`src/rtl/multicycle_control_unit_pkg.sv`:
```
// ============================================================================
//  Module   : cu_pkg
//  Purpose  : Shared types and opcode-class constants for the multi-cycle
//             LEGv8 control unit.
//  Revision : 1.0  initial release
// ============================================================================
`default_nettype none

package cu_pkg;

  localparam int OPC_W = 11;

  typedef enum logic [2:0] {
    FETCH  = 3'd0,
    DECODE = 3'd1,
    EXEC   = 3'd2,
    MEM    = 3'd3,
    WB     = 3'd4
  } state_e;

  // Opcode classes as (mask, match) pairs; masked-out bits are don't-care.
  localparam logic [OPC_W-1:0] R_MASK     = 11'b100_1111_0111;
  localparam logic [OPC_W-1:0] R_MATCH    = 11'b100_0101_0000;
  localparam logic [OPC_W-1:0] LDUR_MASK  = 11'b111_1111_1111;
  localparam logic [OPC_W-1:0] LDUR_MATCH = 11'b111_1100_0010;
  localparam logic [OPC_W-1:0] STUR_MASK  = 11'b111_1111_1111;
  localparam logic [OPC_W-1:0] STUR_MATCH = 11'b111_1100_0000;
  localparam logic [OPC_W-1:0] CBZ_MASK   = 11'b111_1111_1000;
  localparam logic [OPC_W-1:0] CBZ_MATCH  = 11'b101_1010_0000;
  localparam logic [OPC_W-1:0] B_MASK     = 11'b111_1110_0000;
  localparam logic [OPC_W-1:0] B_MATCH    = 11'b000_1010_0000;
  localparam logic [OPC_W-1:0] IMM_MASK   = 11'b101_1111_1100;
  localparam logic [OPC_W-1:0] IMM_MATCH  = 11'b100_1000_1000;

  localparam logic [1:0] ALU_OP_ADD   = 2'b00;
  localparam logic [1:0] ALU_OP_PASS  = 2'b01;
  localparam logic [1:0] ALU_OP_RTYPE = 2'b10;

  typedef struct packed {
    logic r;
    logic ldur;
    logic stur;
    logic cbz;
    logic b;
    logic imm;
  } opc_class_t;

  function automatic logic opc_match(input logic [OPC_W-1:0] opc,
                                     input logic [OPC_W-1:0] mask,
                                     input logic [OPC_W-1:0] match);
    return (opc & mask) == match;
  endfunction

endpackage

`default_nettype wire

```
`src/rtl/multicycle_control_unit_opcode_classifier.sv`:
```
// ============================================================================
//  Module   : opcode_classifier
//  Purpose  : Combinational opcode -> one-hot instruction class.
//             CU_IMM_EN adds the ADDI/SUBI immediate class.
//  Revision : 1.0  initial release
// ============================================================================
`default_nettype none

module opcode_classifier
  import cu_pkg::*;
(
  input  logic [OPC_W-1:0] opcode,
  output opc_class_t       cls
);

  assign cls.r    = opc_match(opcode, R_MASK,    R_MATCH);
  assign cls.ldur = opc_match(opcode, LDUR_MASK, LDUR_MATCH);
  assign cls.stur = opc_match(opcode, STUR_MASK, STUR_MATCH);
  assign cls.cbz  = opc_match(opcode, CBZ_MASK,  CBZ_MATCH);
  assign cls.b    = opc_match(opcode, B_MASK,    B_MATCH);

`ifdef CU_IMM_EN
  assign cls.imm  = opc_match(opcode, IMM_MASK,  IMM_MATCH);
`else
  assign cls.imm  = 1'b0;
`endif

endmodule

`default_nettype wire

```
`src/rtl/multicycle_control_unit.sv`:
```
// ============================================================================
//  Module   : multicycle_control_unit
//  Purpose  : FETCH/DECODE/EXEC/MEM/WB sequencer for a multi-cycle LEGv8
//             datapath with memory timeout. Optional macro: CU_IMM_EN.
//  Revision : 1.0  initial release
// ============================================================================
`default_nettype none

module multicycle_control_unit
  import cu_pkg::*;
#(
  parameter int OPCODE_W = 11,
  parameter int ALUOP_W  = 2,
  parameter int TIMEOUT  = 15,
  parameter int CNT_W    = 4
) (
  input  logic                clk,
  input  logic                rst_n,
  input  logic [OPCODE_W-1:0] opcode,
  input  logic                zero,
  input  logic                mem_ready,
  output logic                mem_req,
  output logic                reg2loc,
  output logic                alu_src,
  output logic                mem_to_reg,
  output logic                reg_write,
  output logic                mem_read,
  output logic                mem_write,
  output logic                branch,
  output logic                uncond_branch,
  output logic [ALUOP_W-1:0]  alu_op,
  output logic                ir_write,
  output logic                pc_write,
  output logic                instr_done,
  output logic                illegal,
  output logic                bus_error
);

  localparam logic [CNT_W-1:0] CNT_LIMIT = CNT_W'(TIMEOUT);

  state_e              state_q, state_d;
  logic [OPCODE_W-1:0] opc_q, opc_d;
  logic [CNT_W-1:0]    cnt_q, cnt_d;
  opc_class_t          cls;
  logic                fetch_done, mem_done, timeout, retire_evt, exec_n;

  logic mem_req_q, mem_req_d, mem_read_q, mem_read_d, mem_write_q, mem_write_d;
  logic reg2loc_q, reg2loc_d, alu_src_q, alu_src_d, mem_to_reg_q, mem_to_reg_d;
  logic reg_write_q, reg_write_d, uncond_q, uncond_d, cbz_exec_q, cbz_exec_d;
  logic instr_done_q, instr_done_d, illegal_q, illegal_d, bus_error_q, bus_error_d;
  logic [ALUOP_W-1:0] alu_op_q, alu_op_d;

  // Classifies the live opcode while in DECODE, the latched one afterwards.
  opcode_classifier u_classifier (
    .opcode (opc_d),
    .cls    (cls)
  );

  always_comb begin
    opc_d       = (state_q == DECODE) ? opcode : opc_q;
    fetch_done  = (state_q == FETCH) && mem_req_q && mem_ready;
    mem_done    = (state_q == MEM) && mem_req_q && mem_ready;
    timeout     = mem_req_q && !mem_ready && (cnt_q == CNT_LIMIT);
    state_d     = state_q;
    retire_evt  = 1'b0;
    illegal_d   = illegal_q;
    bus_error_d = bus_error_q | timeout;

    case (state_q)
      FETCH:  if (fetch_done) state_d = DECODE;
      DECODE: begin
        if (cls == '0) begin
          illegal_d  = 1'b1;
          retire_evt = 1'b1;
          state_d    = FETCH;
        end else begin
          state_d = EXEC;
        end
      end
      EXEC: begin
        if (cls.ldur || cls.stur)   state_d = MEM;
        else if (cls.r || cls.imm)  state_d = WB;
        else                        state_d = FETCH;
      end
      MEM: begin
        if (mem_done) begin
          if (cls.ldur) begin
            state_d = WB;
          end else begin
            state_d    = FETCH;
            retire_evt = 1'b1;
          end
        end else if (timeout) begin
          state_d = FETCH;
        end
      end
      WB:      state_d = FETCH;
      default: state_d = FETCH;
    endcase

    // A timed-out FETCH re-enters FETCH, so it also restarts the count.
    cnt_d = cnt_q;
    if ((state_d != state_q) || timeout)
      cnt_d = '0;
    else if (mem_req_q && !mem_ready && (cnt_q < CNT_LIMIT))
      cnt_d = cnt_q + CNT_W'(1);

    // Output registers hold the Moore decode of the state being entered.
    exec_n       = (state_d == EXEC);
    mem_req_d    = ((state_d == FETCH) && !timeout) || (state_d == MEM);
    mem_read_d   = mem_req_d && ((state_d == FETCH) || cls.ldur);
    mem_write_d  = (state_d == MEM) && cls.stur;
    alu_src_d    = exec_n && (cls.ldur || cls.stur || cls.imm);
    reg2loc_d    = exec_n && (cls.stur || cls.cbz);
    cbz_exec_d   = exec_n && cls.cbz;
    uncond_d     = exec_n && cls.b;
    reg_write_d  = (state_d == WB);
    mem_to_reg_d = (state_d == WB) && cls.ldur;
    instr_done_d = (state_d == WB) || (exec_n && (cls.cbz || cls.b)) || retire_evt;
    if (exec_n && (cls.r || cls.imm))
      alu_op_d = ALUOP_W'(ALU_OP_RTYPE);
    else if (exec_n && cls.cbz)
      alu_op_d = ALUOP_W'(ALU_OP_PASS);
    else
      alu_op_d = ALUOP_W'(ALU_OP_ADD);
  end

  always_ff @(posedge clk or negedge rst_n) begin
    if (!rst_n) begin
      state_q      <= FETCH;
      opc_q        <= '0;
      cnt_q        <= '0;
      mem_req_q    <= 1'b1;
      mem_read_q   <= 1'b1;
      mem_write_q  <= 1'b0;
      reg2loc_q    <= 1'b0;
      alu_src_q    <= 1'b0;
      mem_to_reg_q <= 1'b0;
      reg_write_q  <= 1'b0;
      uncond_q     <= 1'b0;
      cbz_exec_q   <= 1'b0;
      alu_op_q     <= '0;
      instr_done_q <= 1'b0;
      illegal_q    <= 1'b0;
      bus_error_q  <= 1'b0;
    end else begin
      state_q      <= state_d;
      opc_q        <= opc_d;
      cnt_q        <= cnt_d;
      mem_req_q    <= mem_req_d;
      mem_read_q   <= mem_read_d;
      mem_write_q  <= mem_write_d;
      reg2loc_q    <= reg2loc_d;
      alu_src_q    <= alu_src_d;
      mem_to_reg_q <= mem_to_reg_d;
      reg_write_q  <= reg_write_d;
      uncond_q     <= uncond_d;
      cbz_exec_q   <= cbz_exec_d;
      alu_op_q     <= alu_op_d;
      instr_done_q <= instr_done_d;
      illegal_q    <= illegal_d;
      bus_error_q  <= bus_error_d;
    end
  end

  // The IR load and the CBZ decision depend on same-cycle inputs.
  assign ir_write      = fetch_done;
  assign branch        = cbz_exec_q & zero;
  assign pc_write      = fetch_done | (cbz_exec_q & zero) | uncond_q;
  assign mem_req       = mem_req_q;
  assign mem_read      = mem_read_q;
  assign mem_write     = mem_write_q;
  assign reg2loc       = reg2loc_q;
  assign alu_src       = alu_src_q;
  assign mem_to_reg    = mem_to_reg_q;
  assign reg_write     = reg_write_q;
  assign uncond_branch = uncond_q;
  assign alu_op        = alu_op_q;
  assign instr_done    = instr_done_q;
  assign illegal       = illegal_q;
  assign bus_error     = bus_error_q;

endmodule

`default_nettype wire
```
`config.mk`:
```
export PLATFORM = sky130hd
export DESIGN_NAME = multicycle_control_unit
export DESIGN_NICKNAME = d
export VERILOG_FILES = /design/src/rtl/multicycle_control_unit_pkg.sv /design/src/rtl/multicycle_control_unit_opcode_classifier.sv /design/src/rtl/multicycle_control_unit.sv
export SDC_FILE = /design/constraint.sdc
export NUM_CORES = 1
export LEC_CHECK = 0
export CORE_ASPECT_RATIO = 0.8
export CORE_UTILIZATION = 44
export CTS_BUF_LIST = sky130_fd_sc_hd__clkbuf_4 sky130_fd_sc_hd__clkbuf_8
export CTS_CLUSTER_DIAMETER = 50
export DETAILED_ROUTE_END_ITERATION = 10
export PLACE_DENSITY = 0.68
export SYNTH_ARGS = -nofsm -noshare
export SYNTH_HDL_FRONTEND = slang
export SYNTH_SLANG_ARGS = --single-unit
```
`constraint.sdc`:
```
create_clock -name clk -period 4.7 [get_ports clk]
set_input_delay 0.705 -clock clk [delete_from_list [all_inputs] [get_ports clk]]
set_output_delay 0.705 -clock clk [all_outputs]
set_load 0.02 [all_outputs]
```
**Word level (Yosys, flattened, before mapping)**

Cells that the tools add are included.
Widths: inputs -> output; s select.

- Bits in registers: 32
- Input bits: 15

- Reduce and logical (&&, ||, !) cells: 32
- Order comparisons: 1
- Bitwise operators: 4
- Eq/ne operators: 13
- $add $sub $neg: 1
- Muxes and demuxes: 17

Operator list:

| kind | count |
|---|---|
| $eq 11x11->1 const B | 2 |
| $mux 3 | 6 |
| $logic_and 1x1->1 | 17 |
| $eq 8x8->1 const B | 2 |
| $eq 3x2->1 const B | 4 |
| $pmux 3 s4 | 1 |
| $mux 11 | 1 |
| $logic_or 1x1->1 | 8 |
| $mux 4 | 2 |
| $eq 6x3->1 const B | 1 |
| $logic_not 3->1 | 2 |
| $logic_not 6->1 | 1 |
| $add 4x1->4 const B | 1 |
| $eq 4x4->1 const B | 1 |
| $lt 4x4->1 const B | 1 |
| $mux 1 | 4 |
| $mux 2 | 2 |
| $eq 3x1->1 const B | 1 |
| $eq 3x3->1 const B | 1 |
| $ne 3x3->1 | 1 |
| $or 1x1->1 | 3 |
| $logic_not 1->1 | 2 |
| $pmux 1 s2 | 1 |
| $reduce_and 2->1 | 1 |
| 2 further kinds | 2 |

**Longest topological paths before layout**

Gate-level depths: netlist of the first run.

- Depth in word-level cells: 10
- Mapped depth: 7
- Depth with buffers taken out: 6

**Cells and area by module**

From an unflattened synthesis of the first run, not the netlist that was laid out.

- Cells, all modules: 122
- Area total of the unflattened synthesis: 1465.2 µm²

By module, submodules not included:

| module | cells an instance | sequential area each (µm²) | area each (µm²) | times used |
|---|---|---|---|---|
| multicycle_control_unit | 109 | 803.3 | 1360.1 | 1 |
| opcode_classifier | 13 | 0.0 | 105.1 | 1 |

**Worst setup path before layout of the first run**

Ideal clock, no wire load.

- Path kind: input to output
- Start: input mem_ready
- End: output pc_write
- Arrival: 1.757 ns
- Required time: 3.995 ns
- Stages on the path: 3
- Setup slack: 2.238 ns
- Buffers on the path: 0
- Path through: nand2_1 -> nor4_1 -> or3_1

- Longest elaborated chain between the ends: 3

Ends and longest elaborated chain:

| item | line | RTL |
|---|---|---|
| start, declared | multicycle_control_unit.sv:21 | `input logic mem_ready,` |
| $logic_and 1x1->1 | multicycle_control_unit.sv:61 | `fetch_done = (state_q == FETCH) && mem_req_q && mem_ready;` |
| named net ir_write | multicycle_control_unit.sv:32 | `output logic ir_write,` |
| $or 1x1->1 (2 in a row) | multicycle_control_unit.sv:169 | `assign pc_write = fetch_done \| (cbz_exec_q & zero) \| uncond_q;` |
| end, declared | multicycle_control_unit.sv:33 | `output logic pc_write,` |

The timed path passes the listed nets, and every way through them passes these cells.

**Worst setup path after layout of the first run**

- Start: input mem_ready
- End: output pc_write

- Longest elaborated chain between the ends: 3

Ends and longest elaborated chain:

| item | line |
|---|---|
| $logic_and 1x1->1 | multicycle_control_unit.sv:61 |
| $or 1x1->1 (2 in a row) | multicycle_control_unit.sv:169 |

Every way passes these cells.

==> flow_summary.toml, run 1 <==
[outcome]
status = "finished, violations left"
violations = "DRC"

[logic_synthesis]
ys_warn_count = 0
synth_top_area_share_pct = 45.35
synthesis.area_mm2 = 0.001655
synth_common_cells = "dfrtp_1 (30), nand2_1 (29), nor2_1 (11), nor3_1 (7), a21oi_1 (6)"
avgSynthCellArea_um2 = 10.16
seq_area_frac_synth_pct = 48.53
synthCells = 163
synth_most_common_cell = "dfrtp_1"
async_flop_share_pct = 100.0
synth_nets = 179
ys_ff_latch = 32
ys.flop_type = "dfrtp_1"
synth-edff-count = 0
synth_top_cell_by_area = "dfrtp_1"
synth_cell_type_count = 51
synth_area_leaders = "dfrtp_1 (45%), nand2_1 (6.6%), dfstp_2 (3.2%)"

[sta]
whs_ns = 0.4702
tightest_slew_ns = 0.9484
maxSlewHeadroom_pct = 36.50
setup_viol = 0
finClkSkew_ns = 0.003582
rsz0062_at_grt = "false"
hold_viol = 0
min_period_ns = 3.129
slew_viol_final = 0
fin_tns_setup_ns = 0
max_freq_mhz = 319.6
fin_crit_sh_pct = 66.57
setup_slack_ns = 1.571

[detailed_routing]
wire_per_inst_um = 15.14
drt_iter0_markers = 78
post-route-drc-count = 10
num_vias = 1335
ant_nets = 0
routed_wl_um = 3603
drtPass1Iterations = 7
routed_via_density = 5.609

[clocking]
cts.repair.resized = 0
clock_latency_ns = 0.28
clk_pin_slew_worst_paths_ns = 0.06
cts_hold_buf = 0
cts_setup_buffers = 0
cts_tree = "done"
cts_root_buffer = "clkbuf_8"
htree_levels = 2
clock_path_buffers = 2
cts_buffers = 5
cts_sinks = 32

[hold_path]
hp-class = "reg -> reg"

[layout]
finish.net_count = 211
drive_above_1_share_pct = 11.73
finalNonFillerCells = 238
final_area_mm2 = 0.002081
multiInputGateArea_um2 = 815.8
top_register = "opc_q"
largest_register_ffs = 11
final_util_pct = 59.14
area_growth_pct = 25.70
nFillCells = 291
top_regs = "opc_q: 11 flops, cnt_q: 4 flops, state_q: 3 flops"
diodes = 0
seq_area_um2 = 803.3

[floorplan]
die-width_um = 70.58
start_util_pct = 47.05
fp.dieH_um = 56.86
std_cell_rows = 19
die_area_mm2 = 0.004013
core-area_mm2 = 0.003518
io_pins = 31

[place]
placed_cell_area_mm2 = 0.001983
hpwl_um = 2705
io_buffer_count = 30
place_ws_ns = 1.589
place_inst = 230
gp_congestion = 0.8849

[grt]
grt_max_degree = 33
grt.total_usage_pct = 20.27
grt_pass1_wl_um = 6161
grt_pass1_vias = 1310
overflow = 0
antenna_found_initial = 0

[critical_path]
cp.arrival_ns = 2.42
cp_max_fo = 5
cp.required_ns = 3.99
path_cells = "clkdlybuf4s50_1 -> nand2_1 -> nor4_1 -> or3_1 -> clkdlybuf4s50_1"
slowest_delay_ns = 0.59
cpMostUsedCell = "clkdlybuf4s50_1"
crit_slowest_cell = "clkdlybuf4s50_1"
startpoint_type = "input pin"
worstSetupPathType = "in -> out"
endpoint_kind = "output port"

[power]
powerDensity_mw_per_mm2 = 432.5
irDropWorstVdd_uv = 270.9
leakagePower_nw = 0.9200
total_power_uw = 900.0

[run]
drv_cap = 0
[final timing paths]
kind                            start        end  slack (ns)  cells past startpoint
max                         mem_ready   pc_write        1.57                      5
max reg2reg                state_q[0]   mem_read        1.98                      5
min reg2reg                 bus_error  bus_error        0.47                      1
min in group asynchronous       rst_n   opc_q[1]        0.82                      2
min                         bus_error  bus_error        0.47                      1
max in group asynchronous       rst_n   mem_read        3.55                      2
[area by class of cell]
type | count | share of cell area, %
inverters | 1 | 0.1804
repair buffers | 31 | 14.79
well taps | 42 | 2.526
flip-flops and latches | 32 | 38.60
clock buffers | 8 | 4.690
multi-input cells | 124 | 39.21
[per-layer routing]
metal  vias to the layer above  wire (um)  GRT usage (%)
met3                         7        205          4.668
met1                       627       1749          27.40
met2                        42       1577          30.79
met4                         0         71          10.00
met5                         -          0              0
li1                        659          -              -
[layout by cell type (no fill, tap or decap), types with 4 or more instances in the layout]
cell,instances
dfrtp_1,30
nand2b_1,4
nor3_1,7
a21oi_1,6
clkdlybuf4s50_1,30
nor2_1,11
nand2_1,29
nor4bb_1,5
nand3_1,5
clkbuf_8,6
[power by group]
part,total (mW),switching [mW],internal [mW]
Combinational,0.273,0.146,0.127
Clock,0.224,0.0929,0.131
Sequential,0.403,0.0614,0.342
[kinds of logic (layout without fill, tap and decap cells)]
family	count (synthesis)	in the layout	synth area share, %
and+or+nand+nor	89	89	31.67
DFF	32	32	48.53
AOI/OAI and AO/OA	27	27	12.55
buffers and inverters	7	40	2.192
muxes	5	5	3.250
xor gates and xnor gates	2	2	1.058
adders and majority gates	1	1	0.7557
[critical path: cells and delay by family]
kind / cells / cell delay, ns
simple gates: 3 / 0.60
buf+inv: 2 / 1.11
Power figures use the tool's default switching activity.
==> run 2, diff against run 1 <==
==> constraint.sdc (replaced) <==
create_clock -name clk -period 2.9 [get_ports clk]
set_input_delay 0.435 -clock clk [delete_from_list [all_inputs] [get_ports clk]]
set_output_delay 0.435 -clock clk [all_outputs]
set_load 0.02 [all_outputs]
==> run 2 against run 1 <==
The flow still finishes with violations (DRC). Critical endpoint unchanged. Non-clock buffer count grew 3. Critical path type unchanged. Power grew 64%. Worst hold slack lost 0.0039 ns. Combinational power grew 73%. Largest cell class unchanged. Routed wire length grew 0.36%. Clock skew grew 0.0064 ns. Global-route usage shrank 0.19 points. Sequential power grew 59%.
==> flow_summary.toml, run 2 (synthesis gave the netlist of run 1 again) <==
[critical_path]
crit_start = "mem_ready"
cp_max_fo = 5
r2r-end = "mem_read"
rr_startpoint = "state_q[1]"
reg2reg_slack_ns = 0.57
cpMostUsedCell = "clkdlybuf4s50_1"
startpoint_type = "input pin"
cp-endpoint = "pc_write"
worstSetupPathType = "in -> out"
endpoint_kind = "output port"
reg2reg_depth = 6
cp.arrival_ns = 2.15
cp.required_ns = 2.47
crit_slowest_cell = "clkdlybuf4s50_1"
path_cells = "clkdlybuf4s50_1 -> nand2_1 -> nor4_1 -> or3_1 -> clkdlybuf4s50_1"
slowest_delay_ns = 0.59

[detailed_routing]
routed_via_density = 5.747
num_vias = 1385
ant_nets = 0
drt_iter0_markers = 122
post-route-drc-count = 10
wire_per_inst_um = 15.00
drtPass1Iterations = 7
routed_wl_um = 3616

[sta]
finClkSkew_ns = 0.009985
fin_crit_sh_pct = 89.05
max_freq_mhz = 387.2
min_period_ns = 2.583
fin_tns_setup_ns = 0
tightest_slew_ns = 0.4802
hold_viol = 0
setup_slack_ns = 0.3175
slew_viol_final = 0
whs_ns = 0.4663
rsz0062_at_grt = "false"
setup_viol = 0
maxSlewHeadroom_pct = 67.65

[floorplan]
die_area_mm2 = 0.004013
io_pins = 31
fp.dieH_um = 56.86
std_cell_rows = 19
start_util_pct = 47.05
core-area_mm2 = 0.003518
die-width_um = 70.58

[place]
hpwl_um = 2726
place_inst = 233
io_buffer_count = 30
gp_congestion = 0.8858
place_ws_ns = 0.2927

[layout]
drive_above_1_share_pct = 13.07
nFillCells = 302
final_cell_mix = "dfrtp_1 (30), clkdlybuf4s50_1 (30), nand2_1 (29)"
top_regs = "opc_q: 11 flops, cnt_q: 4 flops, state_q: 3 flops"
largest_register_ffs = 11
top_register = "opc_q"
area_growth_pct = 27.06
finalNonFillerCells = 241
finish.net_count = 214
diodes = 0

[grt]
grt.total_usage_pct = 20.08
overflow = 0
antenna_found_initial = 0
grt_max_degree = 33
grt_pass1_wl_um = 6051
grt_pass1_vias = 1255

[clocking]
cts_hold_buf = 0
cts_buffers = 5
clock_latency_ns = 0.28
htree_levels = 2
cts_root_buffer = "clkbuf_8"
clk_pin_slew_worst_paths_ns = 0.06
cts_sinks = 32
cts.repair.resized = 0
cts_tree = "done"
cts_setup_buffers = 0
clock_path_buffers = 2

[hold_path]
hp-class = "reg -> reg"
hold_path_startpoint = "bus_error"

[outcome]
violations = "DRC"
status = "finished, violations left"

[power]
leakagePower_nw = 0.9303
irDropWorstVdd_uv = 362.9
total_power_mw = 1.476
powerDensity_mw_per_mm2 = 701.8

[run]
drv_cap = 0
-- run 2: changes by cell type in the layout (fill, tap and decap cells not counted) --
cell,change
buf_4,+3
clkbuf_4,-1
clkinvlp_4,+1
-- run 2: layout make-up --
| class | instances | area, um^2 | area share (%) |
|---|---|---|---|
| Clock buffer | 7 | 90.09 | 4.283 |
| Tap cell | 42 | 52.55 | 2.499 |
| Multi-Input combinational cell | 124 | 815.8 | 38.79 |
| Sequential cell | 32 | 803.3 | 38.19 |
| Clock inverter | 1 | 7.507 | 0.3569 |
| Timing Repair Buffer | 34 | 330.3 | 15.70 |
| Inverter | 1 | 3.754 | 0.1785 |
-- run 2: power breakdown --
| part | switching, mW | leakage [nW] | internal [mW] |
|---|---|---|---|
| sequential | 0.0879 | 0.412 | 0.555 |
| clock | 0.160 | 0.0479 | 0.202 |
| combinational | 0.252 | 0.470 | 0.220 |
-- run 2: worst min path at each step --
stage	endpoint	slack, ns	cells past startpoint
2_1_floorplan	alu_op[0]	0.14	0
3_3_place_gp	bus_error	0.45	1
3_5_place_dp	bus_error	0.46	1
4_1_cts	bus_error	0.47	1
5_1_grt	bus_error	0.49	1
6_report	bus_error	0.47	1
-- run 2: worst max-delay path, delay by kind of cell --
family	cells	cell delay (ns)
simple gates	3	0.60
buf+inv	2	1.11
-- run 2: routing by layer --
layer  track usage (%)  up-vias  routed length [um]
met2             29.40       53                1546
met5                 0        -                   0
met1             27.86      666                1766
li1                  -      661                   -
met4             8.571        0                  61
met3             5.745        5                 243
-- run 2: stage by stage --
stage / cell area, um^2 / utilization [%]
2_1_floorplan: 1655 / -
3_3_place_gp: 2006 / 57.01
5_1_grt: 2103 / 59.78
3_5_place_dp: 2006 / 57.01
4_1_cts: 2103 / 59.78
6_report: 2103 / 59.78
